[src/rtl/stack_mem_ctrl.sv]
// stack_mem_ctrl: data-memory requester with stack pointer, overflow/underflow detection and response pulse.
// Optional macro STACK_GUARD_EN rejects load/store addresses that fall inside the stack region.
module stack_mem_ctrl #(
    parameter int N           = 16,
    parameter int AW          = 9,
    parameter int STACK_TOP   = 511,
    parameter int STACK_DEPTH = 64
) (
    input  logic          clk,
    input  logic          rst,
    input  logic          cmd_valid,
    output logic          cmd_ready,
    input  logic [1:0]    cmd_op,
    input  logic [AW-1:0] cmd_addr,
    input  logic [N-1:0]  cmd_wdata,
    output logic          rsp_valid,
    output logic [N-1:0]  rsp_data,
    output logic          rsp_err,
    output logic          err_ovf,
    output logic          err_unf,
    output logic [AW-1:0] stack_count,
    output logic          mem_wr,
    output logic          mem_rd,
    output logic          mem_psh,
    output logic          mem_pop,
    output logic [AW-1:0] mem_address,
    output logic [AW-1:0] mem_stackpointer,
    output logic [N-1:0]  mem_data_in,
    input  logic [N-1:0]  mem_data_out
);
    typedef enum logic [1:0] {IDLE, ISSUE, CAPTURE, RESP} state_t;
    localparam logic [1:0] OP_LD = 2'b00, OP_ST = 2'b01, OP_PSH = 2'b10, OP_POP = 2'b11;
    localparam logic [AW-1:0] TOP = AW'(STACK_TOP);
    localparam logic [AW-1:0] DEPTH = AW'(STACK_DEPTH);
    localparam logic [AW-1:0] ONE = AW'(1);

    state_t state, state_n;
    logic [1:0] op, op_n;
    logic [AW-1:0] sp, sp_n, cnt_n, addr_n;
    logic [N-1:0] din_n, data_n;
    logic wr_n, rd_n, psh_n, pop_n, valid_n, err_n, ovf_n, unf_n;
    logic full, empty, guard;

    assign cmd_ready = state == IDLE;
    assign mem_stackpointer = sp;
    assign full = cmd_op == OP_PSH && stack_count == DEPTH;
    assign empty = cmd_op == OP_POP && stack_count == '0;
`ifdef STACK_GUARD_EN
    localparam logic [AW-1:0] GUARD_LO = AW'(STACK_TOP - STACK_DEPTH + 1);
    assign guard = !cmd_op[1] && cmd_addr >= GUARD_LO && cmd_addr <= TOP;
`else
    assign guard = 1'b0;
`endif

    always_comb begin
        state_n = state;
        op_n = op;
        sp_n = sp;
        cnt_n = stack_count;
        {wr_n, rd_n, psh_n, pop_n} = '0;
        addr_n = mem_address;
        din_n = mem_data_in;
        data_n = rsp_data;
        valid_n = 1'b0;
        err_n = 1'b0;
        ovf_n = err_ovf;
        unf_n = err_unf;
        unique case (state)
            IDLE: if (cmd_valid) begin
                op_n = cmd_op;
                data_n = '0;
                if (full || empty || guard) begin
                    state_n = RESP;
                    valid_n = 1'b1;
                    err_n = 1'b1;
                    ovf_n = err_ovf | full;
                    unf_n = err_unf | empty;
                end else begin
                    state_n = ISSUE;
                    wr_n = cmd_op == OP_ST;
                    rd_n = cmd_op == OP_LD;
                    psh_n = cmd_op == OP_PSH;
                    pop_n = cmd_op == OP_POP;
                    // push writes the free slot at SP, pop reads the last used slot at SP+1
                    addr_n = cmd_op == OP_PSH ? sp : cmd_op == OP_POP ? sp + ONE : cmd_addr;
                    din_n = cmd_wdata;
                end
            end
            ISSUE: begin
                sp_n = op == OP_PSH ? sp - ONE : op == OP_POP ? sp + ONE : sp;
                cnt_n = op == OP_PSH ? stack_count + ONE : op == OP_POP ? stack_count - ONE : stack_count;
                state_n = (op == OP_LD || op == OP_POP) ? CAPTURE : RESP;
                valid_n = !(op == OP_LD || op == OP_POP);
            end
            CAPTURE: begin
                data_n = mem_data_out;
                state_n = RESP;
                valid_n = 1'b1;
            end
            RESP: state_n = IDLE;
            default: state_n = IDLE;
        endcase
    end

    always_ff @(posedge clk) begin
        if (!rst) begin
            state <= IDLE;
            op <= OP_LD;
            sp <= TOP;
            stack_count <= '0;
            {mem_wr, mem_rd, mem_psh, mem_pop} <= '0;
            mem_address <= '0;
            mem_data_in <= '0;
            rsp_data <= '0;
            rsp_valid <= 1'b0;
            rsp_err <= 1'b0;
            err_ovf <= 1'b0;
            err_unf <= 1'b0;
        end else begin
            state <= state_n;
            op <= op_n;
            sp <= sp_n;
            stack_count <= cnt_n;
            {mem_wr, mem_rd, mem_psh, mem_pop} <= {wr_n, rd_n, psh_n, pop_n};
            mem_address <= addr_n;
            mem_data_in <= din_n;
            rsp_data <= data_n;
            rsp_valid <= valid_n;
            rsp_err <= err_n;
            err_ovf <= ovf_n;
            err_unf <= unf_n;
        end
    end
endmodule

[config.mk]
export PLATFORM = sky130hd
export DESIGN_NAME = stack_mem_ctrl
export DESIGN_NICKNAME = d
export VERILOG_FILES = /design/src/rtl/stack_mem_ctrl.sv
export SDC_FILE = /design/constraint.sdc
export NUM_CORES = 1
export LEC_CHECK = 0
export CAP_MARGIN = 20
export CORE_UTILIZATION = 46
export CTS_CLUSTER_DIAMETER = 80
export DETAILED_ROUTE_END_ITERATION = 10
export PLACE_DENSITY = 0.86
export SLEW_MARGIN = 5
export SYNTH_ARGS = -nofsm -noshare
export SYNTH_HDL_FRONTEND = slang
export SYNTH_SLANG_ARGS = --single-unit
[constraint.sdc]
create_clock -name clk -period 3.13 [get_ports clk]
set_clock_uncertainty 0.15 [all_clocks]
set_input_delay 0.4695 -clock clk [delete_from_list [all_inputs] [get_ports clk]]
set_output_delay 0.4695 -clock clk [all_outputs]
set_load 0.01 [all_outputs]
After elaboration in Yosys (flattened, before gate mapping)
Cells that the tools add are included.
Word-level totals
  register bits: 71
  logic and storage cells: 68
Operators by class
  bitwise operators: 6
  multiplexer cells: 15
  equality and inequality tests: 10
  add/sub/neg operators: 4
  reductions and logical operators: 18
Operators by type and width (count)
  $mux 9: 6
  $pmux 16 s2: 1
  $add 9x1->9 const B: 2
  $sub 9x1->9 const B: 2
  $mux 16: 1
  $eq 2x2->1 const B: 6
  $eq 9x7->1 const B: 1
  $logic_not 9->1: 1
  $pmux 2 s4: 1
  $reduce_and 2->1: 4
  $logic_not 2->1: 3
  $reduce_and 3->1: 2
  $eq 2x1->1 const B: 2
  $mux 2: 2
  $not 1->1: 4
  $reduce_bool 2->1: 2
  $reduce_or 4->1: 1
  $mux 1: 3
  $pmux 1 s3: 1
  $logic_and 1x1->1: 2
  $logic_or 1x1->1: 2
  $ne 2x2->1 const B: 1
  $or 1x1->1: 2
  $logic_not 1->1: 1

Logic depth before layout (Yosys ltp)
Gate-level depths: netlist (run 1).
  depth after elaboration: 6
  mapped depth: 10

Least setup slack after synthesis (run 1)
No wires, ideal clock.
  path type: register to register
  start: register op[0]
  end: register stack_count[8]
  arrival: 2.257 ns
  slack: 0.651 ns
  buffers on the path: 1
  stages on the path, launching flop included: 10
  path through: dfxtp_1 inv_1 ha_1 buf_2 inv_1 ha_1 or4_1 o22ai_1 mux2i_1 mux2i_1
Between the ends
  longest elaborated chain between the ends: 3
  elaborated cells between the ends (all ways): 5
  classes of those cells: eq/ne: 2; mux: 1; reduce/logical: 2
RTL lines
  start: declaration: line 38  | logic [1:0] op, op_n;
  start signal: assignment: line 121  | op <= op_n;
  $eq 2x2->1: line 91  | cnt_n = op == OP_PSH ? stack_count + ONE : op == OP_POP ? stack_count - ONE : stack_count;
  $reduce_bool 2->1 (no line)
  $reduce_and 2->1 (no line)
  end signal: assignment: line 123  | stack_count <= cnt_n;
  end: declaration: line 21  | output logic [AW-1:0] stack_count,
Several ways; a longest one is shown, not always the timed one.
A chain may end at the register's enable or synchronous reset.

Worst setup path in the final report (run 1)
Ends and elaborated chain as after synthesis.

==> results of run 1 <==
## critical path: cells and delay by family, from the launching register on
kind,cells,cell delay [ns]
AOI/OAI and AO/OA,3,0.62
adders and majority gates,2,0.54
muxes,2,0.44
DFF,1,0.37
buffers and inverters,2,0.28
## cell usage in the layout, fill, tap and decap left out, drive strengths merged, types with 2 or more instances in the layout
cell	count
nor3	6
a21o	2
nand2	69
a21oi	37
nor2	38
buf	10
a211oi	6
clkinvlp	2
clkdlybuf4s50	113
clkbuf	9
and2	2
o21a	2
mux2i	4
xnor2	6
or4	3
o211ai	4
nand4	2
xor2	5
a31oi	2
nand3	21
or3	6
a211o	4
a22oi	16
o21ai	22
ha	15
inv	20
nand2b	5
nor4	9
dfxtp	71
## registers in the layout (all words and copies together) (netlist names)
register	flops
rsp_data	16
err_unf	1
mem_address	9
mem_data_in	16
op	2
mem_pop	1
state	2
stack_count	9
err_ovf	1
rsp_err	1
rsp_valid	1
mem_stackpointer	9
mem_rd	1
mem_psh	1
mem_wr	1
## layout make-up
class,count,area [µm²]
fill,592,2180
timing repair buffer,123,1210
clock buffer,9,124
tap,96,120
clock inverter,7,58.8
inverter,16,60.1
multi-input combinational,300,1770
sequential,71,1420
## how the worst max path moves through the flow
stage / startpoint / end / slack [ns] / depth (start not counted)
after floorplan: op[0] / stack_count[8] / 0.65 / 9
after global placement: cmd_valid / mem_address[0] / 0.62 / 5
after detailed placement: cmd_valid / mem_address[3] / 0.48 / 5
after CTS: op[0] / stack_count[8] / 0.65 / 9
after global routing: state[0] / mem_address[3] / 0.42 / 6
final: op[0] / stack_count[8] / 0.66 / 9
## logic make-up after synthesis
kind of cell,count (synthesis),share of synthesized area (%)
and+or+nand+nor,165,22.8
buffers and inverters,44,6.05
muxes,4,1.18
adders and majority gates,16,6.12
AOI/OAI and AO/OA,104,19.1
xor gates and xnor gates,11,2.84
DFF,71,41.9
## where the power goes
part	total [mW]	leakage [nW]	internal [mW]	switching, mW
clock network	0.693	0.0877	0.301	0.392
logic	1.23	1.21	0.580	0.654
registers	1.15	0.578	1.04	0.108
total	3.08	1.88	1.92	1.15
## through the flow
step / std cells / setup slack (ns) / hold WS [ns]
final: 622 / 0.657 / 0.311
after global routing: 622 / 0.425 / 0.330
after CTS: 621 / 0.649 / 0.311
after detailed placement: 605 / 0.485 / 0.299
after global placement: 605 / 0.615 / 0.291
after floorplan: 415 / 0.651 / 0.304
## routing by layer
layer | GRT usage [%] | vias to the layer above
met5 | 0 | -
met1 | 29.4 | 1595
met2 | 41.6 | 149
li1 | - | 1665
met3 | 7.45 | 14
met4 | 9.69 | 0
==> impl_metrics.json, run 1 <==
{
  "grt_pass1_wl_mm": 14.8,
  "synth.distinct_cells": 50,
  "pwr_density_cell_nw_per_um2": 646,
  "synth_nets": 477,
  "nets": 583,
  "overflow": 0,
  "final_max_slew_viol_count": 0,
  "grtUsageTotal_pct": 24.7,
  "grt_setup_unrepaired": "false",
  "area_growth_pct": 40.4,
  "fp.dieW_um": 87.9,
  "period_minus_slack_ns": 2.47,
  "synth_edf_count": 0,
  "dr_wl_met2_mm": 4.40,
  "syn_avg_cell_area_um2": 8.17,
  "dr.max_layer_used": "met4",
  "cp_slowest_cell": "dfxtp_1",
  "cts_tree": "done",
  "synthArstFlopShare_pct": 0,
  "wl_per_cell_um": 14.8,
  "place_congestion": 0.824,
  "routed_wl_mm": 9.18,
  "ff2ff_path_depth": 9,
  "synthFlopType": "dfxtp_1",
  "slew_headroom_pct": 38.2,
  "yosysMostFrequentCell": "dfxtp_1",
  "hp-start": "mem_data_in[14]",
  "crit_chain": "inv_1 > ha_1 > inv_1 > ha_1 > a21oi_1 > a21boi_0 > o22ai_1 > mux2i_1 > mux2i_1",
  "num_vias": 3423,
  "pin_count": 114,
  "ctsHoldBuffers": 0,
  "timing.rr.end": "stack_count[8]",
  "drt-pass1-iter-count": 4,
  "grt_max_degree": 40,
  "critPathLaunchType": "flop",
  "post-route-util_pct": 68.6,
  "status": "completed",
  "min_path_cells": 2,
  "cp.arrival_ns": 2.60,
  "wl_met3_um": 816,
  "cts_buffers": 9,
  "path_max_fanout": 8,
  "reg2reg_from": "op[0]",
  "wl_met1_mm": 3.83,
  "power_leakage_nw": 1.88,
  "hold_class": "flop to flop",
  "final.setup.tns_ns": 0,
  "clockRootBuffer": "clkbuf_8",
  "period_share_pct": 79.0,
  "ant_nets": 0,
  "post_cts_buffers": 0,
  "design_area_um2": 4760,
  "hold_violations": 0,
  "grt_pass1_vias": 3281,
  "cap_violations": 0,
  "synthTopCellsByArea": "dfxtp_1 (42%), nand2_1 (7.6%), ha_1 (5.5%)",
  "port_buffers": 113,
  "antenna_found_initial": 0,
  "path_clk_slew_ns": 0.09,
  "dieHeight_um": 87.9,
  "crit_type": "flop to flop",
  "diodes": 0,
  "worst_path_largest_cell_delay_ns": 0.37,
  "cts_htree_levels": 3,
  "post_dp_cell_area_um2": 4570,
  "worst_pin_slew_ns": 0.926,
  "hpwl_mm": 6.66,
  "clk_latency_ns": 0.35,
  "whs_endpoint": "mem_data_in[14]",
  "setup_viol": 0,
  "ctsResizeCount": 0,
  "core-area_um2": 6940,
  "synth_seq_cells": 71,
  "dr.first_iter.drc_count": 179,
  "crit_path_end_kind": "flop",
  "clock-sinks": 71,
  "ys_seq_area_share_pct": 41.9,
  "yosys.area.top_type": "dfxtp_1",
  "num_rows": 30,
  "cp.required_ns": 3.25,
  "clockBufferDepth": 2,
  "post-route-drc-count": 0,
  "die_area_um2": 7720,
  "drt-vias-per-instance": 5.50,
  "power_mw": 3.08,
  "reg2reg_slack_ns": 0.66,
  "ys_warn_count": 0,
  "fmax_mhz": 404,
  "final_layout_size_suffix_gt1_share_pct": 6.27,
  "yosys-top-cells-count": "dfxtp_1 (71), nand2_1 (69), nor2_1 (38)",
  "synth_top_area_share_pct": 41.9,
  "netlist_instances": 415,
  "vdd_drop_max_uv": 418,
  "initial_core_util_pct": 48.8,
  "syn_area_um2": 3390
}
(Power assumes the default switching activity.)
==> run 2: changes to the inputs <==
==> constraint.sdc (replaced) <==
create_clock -name clk -period 2.6 [get_ports clk]
set_clock_uncertainty 0.15 [all_clocks]
set_input_delay 0.39 -clock clk [delete_from_list [all_inputs] [get_ports clk]]
set_output_delay 0.39 -clock clk [all_outputs]
set_load 0.01 [all_outputs]
==> impl_metrics.json, run 2 (synthesized netlist as in run 1, its figures left out) <==
{
  "period_share_pct": 93.4,
  "design_area_um2": 4820,
  "place_congestion": 0.857,
  "nets": 583,
  "grt_pass1_wl_mm": 14.4,
  "pwr_density_cell_nw_per_um2": 801,
  "layout_commonest_cell": "clkdlybuf4s50_1",
  "clk_latency_ns": 0.35,
  "port_buffers": 113,
  "diodes": 0,
  "crit_buf_inv": 2,
  "crit_chain": "inv_1 > ha_1 > buf_4 > fa_1 > nand2b_1 > a21oi_1 > o22ai_1 > mux2i_1 > mux2i_1",
  "dieHeight_um": 87.9,
  "core-area_um2": 6940,
  "fmax_mhz": 412,
  "drt-pass1-iter-count": 5,
  "fp.dieW_um": 87.9,
  "drt-vias-per-instance": 5.51,
  "cap_violations": 0,
  "grtUsageTotal_pct": 24.2,
  "register_area_um2": 1420,
  "worst_path_largest_cell_delay_ns": 0.41,
  "clock-sinks": 71,
  "dp_cells": 606,
  "setup_viol": 0,
  "ant_nets": 0,
  "slew_headroom_pct": 28.3,
  "whs_ns": 0.305,
  "preCtsSetupSlack_ns": 0.201,
  "grt_max_degree": 38,
  "nFillCells": 575,
  "crit_type": "flop to flop",
  "wl_per_cell_um": 14.7,
  "cts_tree": "done",
  "antenna_found_initial": 0,
  "cp_slowest_cell": "fa_1",
  "post-route-drc-count": 0,
  "status": "completed",
  "dr.first_iter.drc_count": 213,
  "hpwl_mm": 6.51,
  "post_cts_buffers": 0,
  "path_clk_slew_ns": 0.08,
  "cp.arrival_ns": 2.56,
  "largestRegisters": "mem_data_in x16, rsp_data x16",
  "final_layout_size_suffix_gt1_share_pct": 6.46,
  "area_growth_pct": 42.1,
  "crit_path_end_kind": "flop",
  "worst_path_most_repeated_cell": "mux2i_1",
  "path_max_fanout": 15,
  "hold_class": "flop to flop",
  "clockBufferDepth": 2,
  "setup_ws_ns": 0.171,
  "die_area_um2": 7720,
  "initial_core_util_pct": 48.8,
  "num_rows": 30,
  "final.setup.tns_ns": 0,
  "vdd_drop_max_uv": 461,
  "post_dp_cell_area_um2": 4590,
  "grt_pass1_vias": 3211,
  "cp.required_ns": 2.73,
  "ctsHoldBuffers": 0,
  "period_minus_slack_ns": 2.43,
  "worst_pin_slew_ns": 1.07,
  "cts_buffers": 9,
  "num_vias": 3430,
  "path_delay_family": "adder cells",
  "clockRootBuffer": "clkbuf_8",
  "pin_count": 114,
  "critPathLaunchType": "flop",
  "multi_input_area_um2": 1770,
  "hold_violations": 0,
  "cts_htree_levels": 3,
  "grt_setup_unrepaired": "false",
  "stdcell_count": 622,
  "mostFrequentLayoutCells": "clkdlybuf4s50_1 (113), dfxtp_1 (71), nand2_1 (69), nor2_1 (38), a21oi_1 (36)",
  "overflow": 0,
  "routed_wl_mm": 9.12,
  "power_leakage_nw": 1.91,
  "final_max_slew_viol_count": 0,
  "ctsResizeCount": 0
}
-- run 2: stage by stage --
| stage | power [mW] | util [%] |
|---|---|---|
| 5_1_grt | 4.10 | 69.4 |
| 3_5_place_dp | 2.88 | 66.1 |
| 2_1_floorplan | 2.29 | - |
| 3_3_place_gp | 2.83 | 66.1 |
| 4_1_cts | 3.88 | 69.4 |
| 6_report | 3.86 | 69.4 |
-- run 2: cell type report --
class                      count  area share (%)
multi-input combinational    300            36.8
sequential                    71            29.5
timing repair buffer         123            25.3
clock buffer                   9            2.57
tap                           96            2.49
clock inverter                 7            2.13
inverter                      16            1.25
-- run 2: final timing paths --
path,startpoint,to,slack [ns],depth (start not counted)
worst min-delay path,mem_data_in[11],mem_data_in[11],0.31,2
worst max register to register,op[0],stack_count[8],0.17,9
worst min register to register,mem_data_in[11],mem_data_in[11],0.31,2
worst max-delay path,op[0],stack_count[8],0.17,9
-- run 2: worst min-delay path: stages (launching register included) --
cell and delay, ns:
dfxtp_1 0.31, nand2_1 0.05, a21oi_1 0.05
-- run 2: where the power goes --
group / internal, mW / switching [mW]
sequential: 1.25 / 0.131
combinational: 0.704 / 0.778
clock: 0.550 / 0.443
-- run 2: per-layer routing --
layer  routed length, µm  global-route usage (%)
met5                   0                       0
met4                 179                    9.99
met3                 896                    8.01
met2                4240                    40.2
met1                3810                    28.6
==> run 3: changes to the inputs <==
--- a/config.mk
+++ b/config.mk
@@ -6,10 +6,11 @@
 export NUM_CORES = 1
 export LEC_CHECK = 0
 export CAP_MARGIN = 20
-export CORE_UTILIZATION = 46
+export CORE_UTILIZATION = 55
 export CTS_CLUSTER_DIAMETER = 80
 export DETAILED_ROUTE_END_ITERATION = 10
-export PLACE_DENSITY = 0.86
+export DONT_BUFFER_PORTS = 1
+export PLACE_DENSITY = 0.75
 export SLEW_MARGIN = 5
 export SYNTH_ARGS = -nofsm -noshare
 export SYNTH_HDL_FRONTEND = slang
==> impl_metrics.json, run 3 (synthesized netlist as in run 1, its figures left out) <==
{
  "status": "completed",
  "post_cts_buffers": 0,
  "pwr_density_cell_nw_per_um2": 921,
  "worst_path_most_repeated_cell": "ha_1",
  "grt_setup_unrepaired": "false",
  "dp_cells": 474,
  "initial_core_util_pct": 57.3,
  "hold_violations": 0,
  "grt_pass1_wl_mm": 12.0,
  "clockBufferDepth": 2,
  "stdcell_count": 494,
  "clk_latency_ns": 0.35,
  "fmax_mhz": 424,
  "grtUsageTotal_pct": 24.2,
  "final_max_slew_viol_count": 0,
  "drt-vias-per-instance": 5.87,
  "setup_viol": 0,
  "crit_path_end_kind": "flop",
  "worst_pin_slew_ns": 1.07,
  "vdd_drop_max_uv": 488,
  "place_congestion": 0.839,
  "layout_commonest_cell": "dfxtp_1",
  "critPathLaunchType": "flop",
  "nets": 476,
  "core-area_um2": 5920,
  "routed_wl_mm": 7.71,
  "largestRegisters": "mem_data_in x16, rsp_data x16",
  "wl_met3_um": 753,
  "drt-pass1-iter-count": 4,
  "diodes": 0,
  "cts_buffers": 9,
  "fp.dieW_um": 80.5,
  "grt_max_degree": 58,
  "cp_slowest_cell": "dfxtp_1",
  "final.setup.tns_ns": 0,
  "cts_htree_levels": 3,
  "worst_path_largest_cell_delay_ns": 0.36,
  "crit_type": "flop to flop",
  "pin_count": 114,
  "port_buffers": 0,
  "overflow": 0,
  "power_leakage_nw": 1.48,
  "wl_per_cell_um": 15.6,
  "period_minus_slack_ns": 2.36,
  "path_max_fanout": 8,
  "cp.required_ns": 2.70,
  "cap_violations": 0,
  "path_clk_slew_ns": 0.08,
  "hpwl_mm": 5.28,
  "mostFrequentLayoutCells": "dfxtp_1 (71), nand2_1 (69), nor2_1 (38), a21oi_1 (36), nand3_1 (20)",
  "slew_headroom_pct": 27.9,
  "grt_pass1_vias": 2614,
  "clockRootBuffer": "clkbuf_8",
  "wl_met1_mm": 3.38,
  "clock-sinks": 71,
  "period_share_pct": 90.6,
  "hold_class": "input pin to flop",
  "post-route-drc-count": 0,
  "crit_chain": "inv_1 > ha_1 > inv_2 > ha_1 > and2_1 > a22o_1 > o21ai_0 > nor4_1 > a211o_1",
  "area_growth_pct": 8.37,
  "antenna_found_initial": 0,
  "dieHeight_um": 80.5,
  "num_rows": 28,
  "cp.arrival_ns": 2.46,
  "dr.max_layer_used": "met4",
  "dr.first_iter.drc_count": 180,
  "cts_tree": "done",
  "dr_wl_met2_mm": 3.47,
  "final_layout_size_suffix_gt1_share_pct": 8.35,
  "ant_nets": 0,
  "num_vias": 2902,
  "die_area_um2": 6490
}
[run 3: cell types whose count changed in the layout (fill, tap and decap cells not counted), sizes merged]
| cell | previous run | this run |
|---|---|---|
| clkdlybuf4s50 | 113 | 0 |
| clkinvlp | 1 | 3 |
| clkinv | 3 | 2 |
| dlygate4sd3 | 0 | 4 |
| clkbuf | 9 | 10 |
| buf | 10 | 12 |
| inv | 17 | 16 |
| bufinv | 2 | 1 |
[run 3: path summary, 6_finish.rpt]
kind	from	to	slack, ns	cells past startpoint
worst max-delay path	op[0]	stack_count[5]	0.24	9
worst min-delay path	cmd_wdata[13]	mem_data_in[13]	0.008	2
worst max register to register	op[0]	stack_count[5]	0.24	9
worst min register to register	op[0]	op[0]	0.34	2
[run 3: critical path, delay by kind of cell (launching register included)]
family | cells | cell delay [ns]
AO/OA/AOI/OAI | 3 | 0.75
flip-flops | 1 | 0.36
buffers and inverters | 2 | 0.20
adder cells (fa/ha/maj) | 2 | 0.53
AND/OR/NAND/NOR | 2 | 0.26
[run 3: report_power, final]
part | switching (mW) | internal [mW]
combinational | 0.630 | 0.408
clock | 0.446 | 0.448
sequential | 0.201 | 1.25
[run 3: what timing repair did]
item                                   CTS  global route
endpoints found under the hold margin   11             1
hold buffers                             3             1
resized for setup                        0             1
setup endpoints to repair                0             2
[run 3: final cells by class]
class                   instances  area (µm²)
fillers                       531        2240
multi-input cells             300        1770
flip-flops and latches         71        1420
repair buffers                 16         130
clock buffers                  10         128
well taps                      75        93.8
clock inverters                 6        70.1
inverters                      16        60.1
[run 3: routing by layer]
metal / vias to the layer above / global-route usage (%)
li1: 1442 / -
met1: 1338 / 30.5
met2: 113 / 36.8
met3: 9 / 8.98
met4: 0 / 9.82
met5: - / 0
[run 3: through the flow]
step / instance area (µm²) / power, mW / hold WS (ns) / util [%] / worst slack (ns)
3_3_place_gp: 3440 / 2.47 / 0.306 / 58.1 / 0.278
5_1_grt: 3680 / 3.61 / 0.00240 / 62.1 / 0.0836
2_1_floorplan: 3390 / 2.29 / 0.304 / - / 0.121
4_1_cts: 3670 / 3.39 / 0.00664 / 61.9 / 0.158
3_5_place_dp: 3440 / 2.50 / 0.309 / 58.1 / 0.168
6_report: 3680 / 3.39 / 0.00764 / 62.1 / 0.243
